===== src/rtl/hazard_pkg.sv =====
// Shared types for the hazard scoreboard: register-tag width, the per-stage
// instruction record and the all-zero bubble record.
package hazard_pkg;

  localparam int REG_W = 4;

  typedef struct packed {
    logic             valid;
    logic             wb_en;
    logic             mem_read;
    logic [REG_W-1:0] dst;
  } stage_rec_t;

  localparam stage_rec_t STAGE_BUBBLE = '0;

  // A stage produces register r only if it holds a real, writing instruction.
  function automatic logic rec_hit(stage_rec_t s, logic [REG_W-1:0] r);
    return s.valid & s.wb_en & (s.dst == r);
  endfunction

endpackage


===== src/rtl/hazard_stage_reg.sv =====
// One pipeline-stage record register: async clear, hold when disabled,
// bubble insertion when enabled and bubble_i is set.
module hazard_stage_reg
  import hazard_pkg::*;
(
  input  logic       clk,
  input  logic       rst,
  input  logic       en_i,
  input  logic       bubble_i,
  input  stage_rec_t rec_i,
  output stage_rec_t rec_o
);

  stage_rec_t rec_q;

  // Capture the upstream record (or a bubble) only while the pipeline advances.
  always_ff @(posedge clk or posedge rst) begin
    if (rst) begin
      rec_q <= STAGE_BUBBLE;
    end else if (en_i) begin
      rec_q <= bubble_i ? STAGE_BUBBLE : rec_i;
    end
  end

  assign rec_o = rec_q;

endmodule


===== src/rtl/hazard_scoreboard.sv =====
// Hazard scoreboard: tracks destination tags through EXE/MEM/WB, raises
// stall_id on data hazards and counts stall cycles (saturating).
// Build option HAZARD_FORWARDING_EN: when defined, a forwarding datapath is
// assumed and only load-use hazards stall; when undefined, any in-flight
// producer of a used operand stalls and the MEM/WB write enables read as 0.
module hazard_scoreboard #(
  parameter int REG_W       = 4,
  parameter int STALL_CNT_W = 16
) (
  input  logic                   clk,
  input  logic                   rst,
  input  logic                   valid_id,
  input  logic [REG_W-1:0]       src_1,
  input  logic [REG_W-1:0]       src_2,
  input  logic                   two_src,
  input  logic [REG_W-1:0]       dst_id,
  input  logic                   wb_en_id,
  input  logic                   mem_read_id,
  input  logic                   flush,
  input  logic                   mem_ready,
  output logic                   stall_id,
  output logic [REG_W-1:0]       dst_mem,
  output logic [REG_W-1:0]       dst_wb,
  output logic                   wb_en_mem,
  output logic                   wb_en_wb,
  output logic [STALL_CNT_W-1:0] stall_count
);

  import hazard_pkg::*;

  localparam logic [STALL_CNT_W-1:0] CNT_MAX = '1;

  stage_rec_t exe_d, exe_q, mem_q, wb_q;
  logic       load_use, hazard, exe_bubble;
  logic       unused_mem_read;
  logic [STALL_CNT_W-1:0] stall_count_q, stall_count_d;

  // True when stage s writes one of the registers the ID instruction reads.
  function automatic logic use_hit(stage_rec_t s, logic [REG_W-1:0] a,
                                   logic [REG_W-1:0] b, logic two);
    return rec_hit(s, a) | (two & rec_hit(s, b));
  endfunction

  assign exe_d = '{valid: 1'b1, wb_en: wb_en_id, mem_read: mem_read_id, dst: dst_id};

  hazard_stage_reg u_exe (
    .clk      (clk),
    .rst      (rst),
    .en_i     (mem_ready),
    .bubble_i (exe_bubble),
    .rec_i    (exe_d),
    .rec_o    (exe_q)
  );

  hazard_stage_reg u_mem (
    .clk      (clk),
    .rst      (rst),
    .en_i     (mem_ready),
    .bubble_i (1'b0),
    .rec_i    (exe_q),
    .rec_o    (mem_q)
  );

  hazard_stage_reg u_wb (
    .clk      (clk),
    .rst      (rst),
    .en_i     (mem_ready),
    .bubble_i (1'b0),
    .rec_i    (mem_q),
    .rec_o    (wb_q)
  );

  // Load result is not available until after MEM, so a dependent ID
  // instruction must wait one cycle even with forwarding.
  assign load_use = valid_id & exe_q.mem_read & use_hit(exe_q, src_1, src_2, two_src);

`ifdef HAZARD_FORWARDING_EN
  assign hazard    = load_use;
  assign wb_en_mem = mem_q.valid & mem_q.wb_en;
  assign wb_en_wb  = wb_q.valid & wb_q.wb_en;
`else
  // Without forwarding every in-flight producer blocks its consumer.
  assign hazard    = valid_id & (use_hit(exe_q, src_1, src_2, two_src) |
                                 use_hit(mem_q, src_1, src_2, two_src) |
                                 use_hit(wb_q,  src_1, src_2, two_src));
  assign wb_en_mem = 1'b0;
  assign wb_en_wb  = 1'b0;
`endif

  // Reset masks the stall immediately; memory wait overrides flush.
  assign stall_id   = ~rst & (~mem_ready | (hazard & ~flush));
  assign exe_bubble = flush | hazard | ~valid_id;

  assign dst_mem = mem_q.dst;
  assign dst_wb  = wb_q.dst;

  // MEM/WB mem_read bits only travel along; nothing downstream needs them here.
  assign unused_mem_read = mem_q.mem_read ^ wb_q.mem_read;

  // Saturating stall counter next state.
  always_comb begin
    stall_count_d = stall_count_q;
    if (stall_id && (stall_count_q != CNT_MAX)) begin
      stall_count_d = stall_count_q + 1'b1;
    end
  end

  // Stall-cycle counter register.
  always_ff @(posedge clk or posedge rst) begin
    if (rst) begin
      stall_count_q <= '0;
    end else begin
      stall_count_q <= stall_count_d;
    end
  end

  assign stall_count = stall_count_q;

endmodule

===== config.mk =====
export PLATFORM = sky130hd
export DESIGN_NAME = hazard_scoreboard
export DESIGN_NICKNAME = d
export VERILOG_FILES = /design/src/rtl/hazard_pkg.sv /design/src/rtl/hazard_stage_reg.sv /design/src/rtl/hazard_scoreboard.sv
export SDC_FILE = /design/constraint.sdc
export NUM_CORES = 1
export LEC_CHECK = 0
export CAP_MARGIN = 20
export CORE_UTILIZATION = 35
export DETAILED_ROUTE_END_ITERATION = 10
export DONT_BUFFER_PORTS = 1
export SLEW_MARGIN = 15
export SYNTH_ARGS = -nofsm -noshare
export SYNTH_HDL_FRONTEND = slang
export SYNTH_SLANG_ARGS = --single-unit

===== constraint.sdc =====
create_clock -name clk -period 2.4 [get_ports clk]
set_input_delay 0.48 -clock clk [delete_from_list [all_inputs] [get_ports clk]]
set_output_delay 0.48 -clock clk [all_outputs]
set_load 0.01 [all_outputs]

==> key figures, run 1 <==
Clock network
  • H-Tree Depth: 2
  • Post-CTS Hold Fix Bufs: 0
  • Clock tree sinks: 34
  • Clock Path Buffers: 2
  • Worst-Skew Late Latency: 0.28 ns
  • CTS tree: built
  • Num CTS Buffers: 5
  • Root buffer cell: clkbuf_8
  • Clk pin slew, worst setup/hold paths: 0.07 ns

Place
  • DPL Wire Length: between 3000 and 4000 µm
  • Port buffer count: 0
  • Pre-CTS setup slack: 0.252 ns
  • Routability cong.: roughly 0.83

Power and ir drop
  • P_leak: 0.990 nW
  • Max VDD drop: 0.277 mV
  • PwrDens: about 700 mW/mm²

Worst setup path
  • CP max stage delay: 0.55 ns
  • Worst path buffer plus inverter count: 0
  • Cell Chain, Critical Path: xor2_1 > or4_4 > nand4_4 > and2_1
  • Worst path slowest cell: or4_4
  • WS Path Type: reg -> out
  • Worst EP arrival: 1.78 ns
  • CP Max Fanout: 4
  • CP required: roughly 1.9 ns
  • Crit path launch type: register
  • Delay-heaviest family, CP: simple AND/OR/NAND/NOR gates
  • Endpoint type of the worst setup path: primary output

Layout
  • Reg area: between 800 and 900 µm²
  • FILL cells: ~530
  • Layout area overhead: 7.88%
  • Multi-input gate area: 0.00106 mm²
  • Antenna Cells: 0
  • Final net count: about 190
  • Layout cell share with drive strength beyond 1: 0.293

Routing
  • # DRC: 0
  • Routed len/inst: about 18 µm
  • Highest metal used: met4
  • Pre-Repair DR Iteration Count: 4
  • Post-route ant nets: 0
  • Via/cell ratio: around 5.2
  • Met3 WL: 348 µm
  • Met2 WL post-DR: ~2100 µm
  • Starting DRT DRC Count: just under 70
  • Post-Route WL: 4200 µm
  • DRT met1 WL: roughly 1700 µm
  • Vias: roughly 1,200

Yosys
  • Sequential element share of the synthesized area: 0.426
  • Cells after Synth: around 170
  • Synth Flop Type: dfrtp_1
  • Post-synth EDFFs: 0
  • Synth cell types: 38
  • Avg Inst Size Synth: approximately 12 µm²
  • Synth Register Bits: 34
  • Synth Warn #: 0
  • Mapped cell area: approximately 0.0020 mm²
  • Synth async-reset ratio: 1.00

GRT
  • Initial antenna violation count: 0
  • Gr usage total: 0.152
  • First-pass GRT wire length: about 7000 µm
  • GRT overflow: 0
  • Vias in the first global route: about 1,400
  • Largest net degree at the start of global routing: 26

STA
  • PnR worst setup slack: 0.139 ns
  • Final setup fails: 0
  • Peak Freq: about 440 MHz
  • Setup Skew: 0.00444 ns
  • Final max-slew violation count: 0
  • Final min period: 2.26 ns
  • Setup TNS: 0 ns
  • Final worst path period share: 0.942
  • RSZ-0062 raised after global routing: no
  • Hold Slack: between 0.06 and 0.07 ns
  • Fin. Hold Viols: 0

Flow run
  • Max-Cap Viols: 0

Floorplanning
  • Die W: between 70 and 80 µm
  • Chip height: around 78 µm
  • Die area: ~0.006 mm²
  • Initial Util: 0.363
  • # IOs: 47
  • FP Rows: 27
  • Core area: ~0.0055 mm²

Worst hold path
  • Worst hold path class: in -> async

Outcome
  • Status: completed
-- metal layers --
layer / vias up / track usage
met3: 7 / 0.0553
li1: 571 / -
met2: 45 / 0.258
met5: - / 0
met4: 0 / 0.0453
met1: 612 / 0.179
-- power by group --
part,switching [W],internal (W)
clock network,0.000196,0.000311
registers,0.000127,0.000640
logic,0.0000933,0.000110
total,0.000416,0.00106
-- cell type report --
class	instances	share of cell area
Clock buffer	7	0.0354
Clock inverter	1	0.0139
Timing Repair Buffer	5	0.0174
Sequential cell	34	0.394
Multi-Input combinational cell	118	0.494
Inverter	2	0.00348
Tap cell	72	0.0418
-- path summary, 6_finish.rpt --
| path | cells after the start | start | slack [ns] | end |
|---|---|---|---|---|
| min in group clk | 1 | dst_id[1] | 0.32 | u_exe.rec_o[1] |
| max | 4 | u_exe.rec_o[1] | 0.14 | stall_id |
| min | 1 | rst | 0.06 | stall_count[3] |
| max reg2reg | 8 | stall_count[0] | 0.24 | stall_count[13] |
| min reg2reg | 1 | u_exe.rec_o[6] | 0.55 | u_exe.rec_o[6] |
| max in group asynchronous | 2 | rst | 1.67 | u_mem.rec_o[3] |
-- what timing repair did --
| action | in CTS | in global routing |
|---|---|---|
| cloned | 0 | 0 |
| setup endpoints to repair | 1 | 1 |
| setup buffers | 0 | 2 |
| pin swaps | 0 | 1 |
| gates resized for setup | 2 | 2 |
-- Yosys cell counts (2+ instances only) --
cell / count / area (µm²)
dfrtp_1: 34 / 851
xor2_1: 21 / 184
xnor2_1: 16 / 140
mux2_2: 12 / 135
buf_4: 10 / 75.1
and3_1: 6 / 37.5
nand4_1: 6 / 37.5
nand4_2: 6 / 75.1
a22o_1: 5 / 43.8
nand2_1: 5 / 18.8
nand3_1: 5 / 25.0
nand3_2: 4 / 40.0
mux2_4: 3 / 45.0
nand2b_1: 3 / 18.8
nor2_1: 3 / 11.3
and2_1: 2 / 12.5
inv_1: 2 / 7.51
nor3b_2: 2 / 25.0
nor4_1: 2 / 12.5
nor4_2: 2 / 25.0
-- cells in the final DEF (no fill, tap or decap), types with 5 or more instances in the layout --
| cell | instances |
|---|---|
| dfrtp_1 | 34 |
| mux2_2 | 12 |
| xnor2_1 | 16 |
| nand4_2 | 6 |
| nand4_1 | 6 |
| clkbuf_8 | 5 |
| nand2_1 | 5 |
| and3_1 | 6 |
| xor2_1 | 21 |
| a22o_1 | 5 |
| buf_4 | 5 |
| nand3_1 | 5 |
-- worst reg2reg max path, delay by kind of cell (launching register included) --
family	cells	cell delay (ns)
simple gates	6	1.16
flops	1	0.47
fa+ha+maj	1	0.27
xor+xnor	1	0.15
-- cells by family (layout without fill, tap and decap cells) --
kind of cell / after synthesis / in the layout / share of synthesized area
buf+inv: 16 / 15 / 0.0588
other cells: 1 / 2 / 0.00188
compound gates: 8 / 8 / 0.0363
fa+ha+maj: 1 / 1 / 0.00626
simple gates: 55 / 55 / 0.219
mux: 15 / 15 / 0.0901
flops: 34 / 34 / 0.426
xor+xnor: 37 / 37 / 0.162
-- metrics by stage --
stage	cell area [µm²]	std cells	util	power [W]
floorplan	2000	168	-	0.000928
global placement	2010	229	0.364	0.000953
detailed placement	2010	229	0.364	0.000970
CTS	2120	237	0.386	0.00149
global route	2160	239	0.392	0.00156
finish	2160	239	0.392	0.00148
-- flip-flops by register name (all words and copies together), names as in the netlist --
name,flops
stall_count,16
u_exe.rec_o,6
u_mem.rec_o,6
u_wb.rec_o,6
(Power assumes the default switching activity.)
==> run 2: changes to the inputs <==
CORE_UTILIZATION = 31   (was 35)
clock period = 2.3 ns   (was 2.4 ns; I/O delays follow)
==> key figures, run 2 (same netlist as run 1, synthesis figures left out) <==
Power and ir drop
  • Flop pwr share: 0.526 (was 0.520)
  • P_sw: 0.000427 W (was 0.000416 W)
  • Switching Share: 0.291 (was 0.282)
  • Combinational Power Share: 0.180 (was 0.137)
  • Internal Power: 0.00104 W (was 0.00106 W)
  • PwrDens: 672 mW/mm² (was 684 mW/mm²)
  • P_leak: 1.00 nW (was 0.990 nW)
  • Max VDD drop: 0.307 mV (was 0.277 mV)
  • Clk pwr share: 0.294 (was 0.343)

Layout
  • Fin cells: 244 (was 239)
  • Layout area overhead: 9.01% (was 7.88%)
  • Most frequent cells in the layout: dfrtp_1, xor2_1, xnor2_1 (unchanged)
  • Antenna Cells: 0 (unchanged)
  • Layout cell share with drive strength beyond 1: 0.337 (was 0.293)
  • Final net count: 191 (was 187)
  • Max reg flops: 16 (unchanged)
  • Most common cell after layout, fill and taps aside: dfrtp_1 (unchanged)
  • Post-layout util: 0.360 (was 0.392)

GRT
  • Vias in the first global route: 1,289 (was 1,392)
  • Largest net degree at the start of global routing: 35 (was 26)
  • Initial antenna violation count: 0 (unchanged)
  • First-pass GRT wire length: 6330 µm (was 7030 µm)
  • Gr usage total: 0.128 (was 0.152)
  • GRT overflow: 0 (unchanged)

Worst setup path
  • Worst flop-to-flop path endpoint: stall_count[10] (was stall_count[13])
  • Crit path launch type: register (unchanged)
  • CP Max Fanout: 6 (was 4)
  • R2R setup slack: 0.21 ns (was 0.24 ns)
  • Endpoint type of the worst setup path: primary output (unchanged)
  • Worst EP arrival: 1.77 ns (was 1.78 ns)
  • Crit Reg-Reg Startpoint: u_mem.rec_o[1] (was stall_count[0])
  • CP required: 1.84 ns (was 1.92 ns)
  • R2R depth: 9 (was 8)
  • WS Path Type: reg -> out (unchanged)

Routing
  • Routed len/inst: 16.2 µm (was 17.6 µm)
  • Post-Route WL: 3950 µm (was 4200 µm)
  • # DRC: 0 (unchanged)
  • Post-route ant nets: 0 (unchanged)
  • Pre-Repair DR Iteration Count: 4 (unchanged)
  • Via/cell ratio: 5.09 (was 5.17)
  • Vias: 1,243 (was 1,235)
  • Starting DRT DRC Count: 57 (was 68)

STA
  • Final min period: 2.23 ns
  • Setup TNS: 0 ns (unchanged)
  • Final worst path period share: 0.971
  • Setup Skew: 0.00550 ns (was 0.00444 ns)
  • RSZ-0062 raised after global routing: yes (was no)
  • Hold Slack: 0.167 ns (was 0.0620 ns)
  • Fin. Hold Viols: 0 (unchanged)
  • Final setup fails: 0 (unchanged)
  • Peak Freq: 448 MHz
  • Final max-slew violation count: 0 (unchanged)

Clock network
  • CTS tree: built (unchanged)
  • Num CTS Buffers: 5 (unchanged)
  • Clock tree sinks: 34 (unchanged)
  • Clock Path Buffers: 2 (unchanged)
  • Clk pin slew, worst setup/hold paths: 0.07 ns (about the same)
  • Worst-Skew Late Latency: 0.28 ns (about the same)
  • Post-CTS Hold Fix Bufs: 0 (unchanged)
  • H-Tree Depth: 2 (unchanged)
  • Root buffer cell: clkbuf_8 (unchanged)

Floorplanning
  • Initial Util: 0.330 (was 0.363)
  • Die area: 0.00677 mm² (was 0.00602 mm²)
  • Chip height: 82.3 µm (was 77.6 µm)
  • Die W: 82.3 µm (was 77.6 µm)
  • FP Rows: 28 (was 27)
  • Core area: 0.00606 mm² (was 0.00551 mm²)
  • # IOs: 47 (unchanged)

Place
  • Placed cells: 235 (was 229)
  • Port buffer count: 0 (unchanged)
  • Routability cong.: 0.755 (was 0.826)
  • DPL Wire Length: 2870 µm (was 3140 µm)

Worst hold path
  • Worst hold path class: in -> async (unchanged)

Outcome
  • Status: completed (unchanged)

Flow run
  • Max-Cap Viols: 0 (unchanged)
## run 2: worst max-delay path by stage
stage | to | slack (ns) | from | cells past startpoint
global placement | stall_id | 0.24 | u_mem.rec_o[1] | 6
detailed placement | stall_id | 0.21 | u_mem.rec_o[1] | 6
floorplan | stall_id | 0.26 | src_2[1] | 5
global route | stall_id | -0.03 | u_mem.rec_o[1] | 6
finish | stall_id | 0.07 | u_mem.rec_o[1] | 6
CTS | stall_id | 0.05 | u_exe.rec_o[1] | 4
## run 2: power groups by stage
stage	sequential, W	clock, W	combinational (W)
detailed placement	0.000781	0	0.000250
global route	0.000783	0.000469	0.000288
CTS	0.000771	0.000445	0.000264
floorplan	0.000770	0	0.000198
global placement	0.000780	0	0.000244
finish	0.000771	0.000431	0.000264
## run 2: metrics by stage
stage | total power, W | instance area, µm² | setup slack, ns
finish | 0.00147 | 2180 | 0.0671
global placement | 0.00102 | 2030 | 0.235
global route | 0.00154 | 2180 | -0.0287
CTS | 0.00148 | 2160 | 0.0515
floorplan | 0.000968 | 2000 | 0.261
detailed placement | 0.00103 | 2030 | 0.206
## run 2: worst max-delay path, stage by stage (launching register included)
cell	delay [ns]
dfrtp_2	0.47
xnor2_2	0.14
nand4_1	0.19
nor4_4	0.33
nor3_4	0.07
nand4_4	0.12
and2_4	0.17
## run 2: cell type report
type,count,area [µm²]
timing repair buffer,9,67.6
clock buffer,6,82.6
fill,616,3880
sequential,34,853
inverter,2,7.51
multi-input combinational,118,1070
tap,75,93.8
## run 2: layer usage
metal	up-vias	global-route usage	routed length, µm
met1	614	0.149	1710
met4	0	0.0474	47
met5	-	0	0
met2	40	0.217	1920
li1	581	-	-
met3	8	0.0429	264
## run 2: timing repair
action,4_1_cts,5_1_grt
gates resized for setup,6,2
endpoints found under the setup margin,1,1
setup buffers,2,1
pin swaps,1,5
==> run 3: changes to the inputs <==
CTS_BUF_LIST = sky130_fd_sc_hd__clkbuf_4   (was not set)
MAX_ROUTING_LAYER = met4   (was not set)
==> key figures, run 3 (same netlist as run 1, synthesis figures left out) <==
Outcome
  • Status: completed (unchanged)

Flow run
  • Max-Cap Viols: 0 (unchanged)

STA
  • Setup Skew: 0.0120 ns (was 0.00550 ns)
  • Final worst path period share: 0.976 (was 0.971)
  • Fin. Hold Viols: 0 (unchanged)
  • RSZ-0062 raised after global routing: yes (unchanged)
  • Final min period: 2.24 ns (was 2.23 ns)
  • Final max-slew violation count: 0 (unchanged)
  • Peak Freq: 446 MHz (was 448 MHz)
  • Final setup fails: 0 (unchanged)
  • PnR worst setup slack: 0.0560 ns (was 0.0671 ns)
  • Setup TNS: 0 ns (unchanged)

GRT
  • Largest net degree at the start of global routing: 35 (unchanged)
  • Vias in the first global route: 1,288 (was 1,289)
  • First-pass GRT wire length: 6330 µm (unchanged)
  • Gr usage total: 0.131 (was 0.128)
  • GRT overflow: 0 (unchanged)
  • Initial antenna violation count: 0 (unchanged)

Worst setup path
  • Crit Reg-Reg Startpoint: u_exe.rec_o[1] (was u_mem.rec_o[1])
  • R2R depth: 7 (was 9)
  • Cell Chain, Critical Path: xor2_1 > or4_4 > nand4_4 > and2_4 (was xnor2_2 > nand4_1 > nor4_4 > nor3_4 > nand4_4 > and2_4)
  • Worst path slowest cell: or4_4 (was dfrtp_2)
  • Endpoint type of the worst setup path: primary output (unchanged)
  • WS Path Type: reg -> out (unchanged)
  • CP max stage delay: 0.55 ns (was 0.47 ns)
  • Worst EP arrival: 1.78 ns (was 1.77 ns)
  • Crit path launch type: register (unchanged)
  • Worst path buffer plus inverter count: 0 (unchanged)
  • R2R setup slack: 0.20 ns (was 0.21 ns)
  • Worst flop-to-flop path endpoint: stall_count[10] (unchanged)
  • Delay-heaviest family, CP: simple AND/OR/NAND/NOR gates (unchanged)
  • CP Max Fanout: 4 (was 6)
  • CP required: 1.84 ns (about the same)

Layout
  • Layout cell share with drive strength beyond 1: 0.323 (was 0.337)
  • Max reg flops: 16 (unchanged)
  • Most common cell after layout, fill and taps aside: dfrtp_1 (unchanged)
  • Antenna Cells: 0 (unchanged)
  • Most frequent cells in the layout: dfrtp_1, xor2_1, xnor2_1 (unchanged)
  • Layout area overhead: 6.20% (was 9.01%)
  • Final net count: 189 (was 191)
  • Post-Layout Inst Area: 0.00212 mm² (was 0.00218 mm²)

Clock network
  • Worst-Skew Late Latency: 0.33 ns (was 0.28 ns)
  • Root buffer cell: clkbuf_4 (was clkbuf_8)
  • Num CTS Buffers: 5 (unchanged)
  • Clock tree sinks: 34 (unchanged)
  • Clock Path Buffers: 2 (unchanged)
  • H-Tree Depth: 2 (unchanged)
  • CTS tree: built (unchanged)
  • Clk pin slew, worst setup/hold paths: 0.10 ns (was 0.07 ns)
  • Post-CTS Hold Fix Bufs: 0 (unchanged)

Place
  • Pre-CTS setup slack: 0.206 ns (unchanged)
  • Port buffer count: 0 (unchanged)
  • DPL Wire Length: 2870 µm (unchanged)
  • Routability cong.: 0.764 (was 0.755)
  • Total placed instance area: 0.00203 mm² (unchanged)

Floorplanning
  • Die area: 0.00677 mm² (unchanged)
  • # IOs: 47 (unchanged)
  • Chip height: 82.3 µm (unchanged)
  • Die W: 82.3 µm (unchanged)
  • Core area: 0.00606 mm² (unchanged)
  • Initial Util: 0.330 (unchanged)
  • FP Rows: 28 (unchanged)

Routing
  • Vias: 1,241 (was 1,243)
  • Routed len/inst: 16.2 µm (about the same)
  • Post-Route WL: 3930 µm (was 3950 µm)
  • Via/cell ratio: 5.13 (was 5.09)
  • Starting DRT DRC Count: 47 (was 57)
  • # DRC: 0 (unchanged)
  • Pre-Repair DR Iteration Count: 4 (unchanged)
  • Post-route ant nets: 0 (unchanged)

Power and ir drop
  • Max VDD drop: 0.293 mV (was 0.307 mV)
  • Clk pwr share: 0.221 (was 0.294)
  • Switching Share: 0.312 (was 0.291)
  • Internal Power: 0.000909 W (was 0.00104 W)
  • Flop pwr share: 0.582 (was 0.526)
  • P_leak: 0.975 nW (was 1.00 nW)
  • PwrDens: 622 mW/mm² (was 672 mW/mm²)
  • P_sw: 0.000412 W (was 0.000427 W)
  • Combinational Power Share: 0.197 (was 0.180)

Worst hold path
  • Worst hold path class: in -> async (unchanged)
run 3: layout make-up:
class                      count  area, µm²
timing repair buffer           7       52.6
tap                           75       93.8
sequential                    34        853
clock inverter                 1       3.75
multi-input combinational    118       1070
clock buffer                   5       37.5
fill                         625       3940
inverter                       2       7.51
run 3: worst max path at each step:
stage,startpoint,to,slack [ns],cells after the start
6_report,u_exe.rec_o[1],stall_id,0.06,4
5_1_grt,u_mem.rec_o[1],stall_id,-0.06,6
4_1_cts,u_exe.rec_o[1],stall_id,0.02,4
3_5_place_dp,u_mem.rec_o[1],stall_id,0.21,6
3_3_place_gp,u_mem.rec_o[1],stall_id,0.24,6
2_1_floorplan,src_2[1],stall_id,0.26,5
run 3: worst reg2reg max path, delay by kind of cell (launching register included):
family                    cells  cell delay [ns]
DFF                           1             0.44
buffers and inverters         2             0.38
and+or+nand+nor               3             0.88
xor gates and xnor gates      2             0.34
run 3: through the flow:
| step | total power [W] | util | cells | hold WS (ns) |
|---|---|---|---|---|
| 6_report | 0.00132 | 0.350 | 242 | 0.106 |
| 4_1_cts | 0.00134 | 0.349 | 242 | 0.108 |
| 3_3_place_gp | 0.00102 | 0.335 | 235 | 0.476 |
| 2_1_floorplan | 0.000968 | - | 168 | 0.493 |
| 5_1_grt | 0.00140 | 0.350 | 242 | 0.131 |
| 3_5_place_dp | 0.00103 | 0.335 | 235 | 0.482 |
run 3: metal layers:
layer  GRT usage  part of all wire  vias up
met2       0.215              0.48       44
met4      0.0474             0.013        0
met1       0.152              0.43      607
met3      0.0385             0.070        8
li1            -                 -      582
met5           -                 0        -
run 3: timing repair:
item	CTS	global route
gates resized for setup	6	2
buffers inserted	1	0
pin swaps	1	4
endpoints found under the setup margin	1	2
run 3: power groups by stage:
stage               Clock (W)  Combinational [W]  Sequential [W]
floorplan                   0           0.000198        0.000770
global placement            0           0.000244        0.000780
detailed placement          0           0.000250        0.000781
CTS                  0.000305           0.000262        0.000770
global route         0.000329           0.000285        0.000782
finish               0.000292           0.000260        0.000769
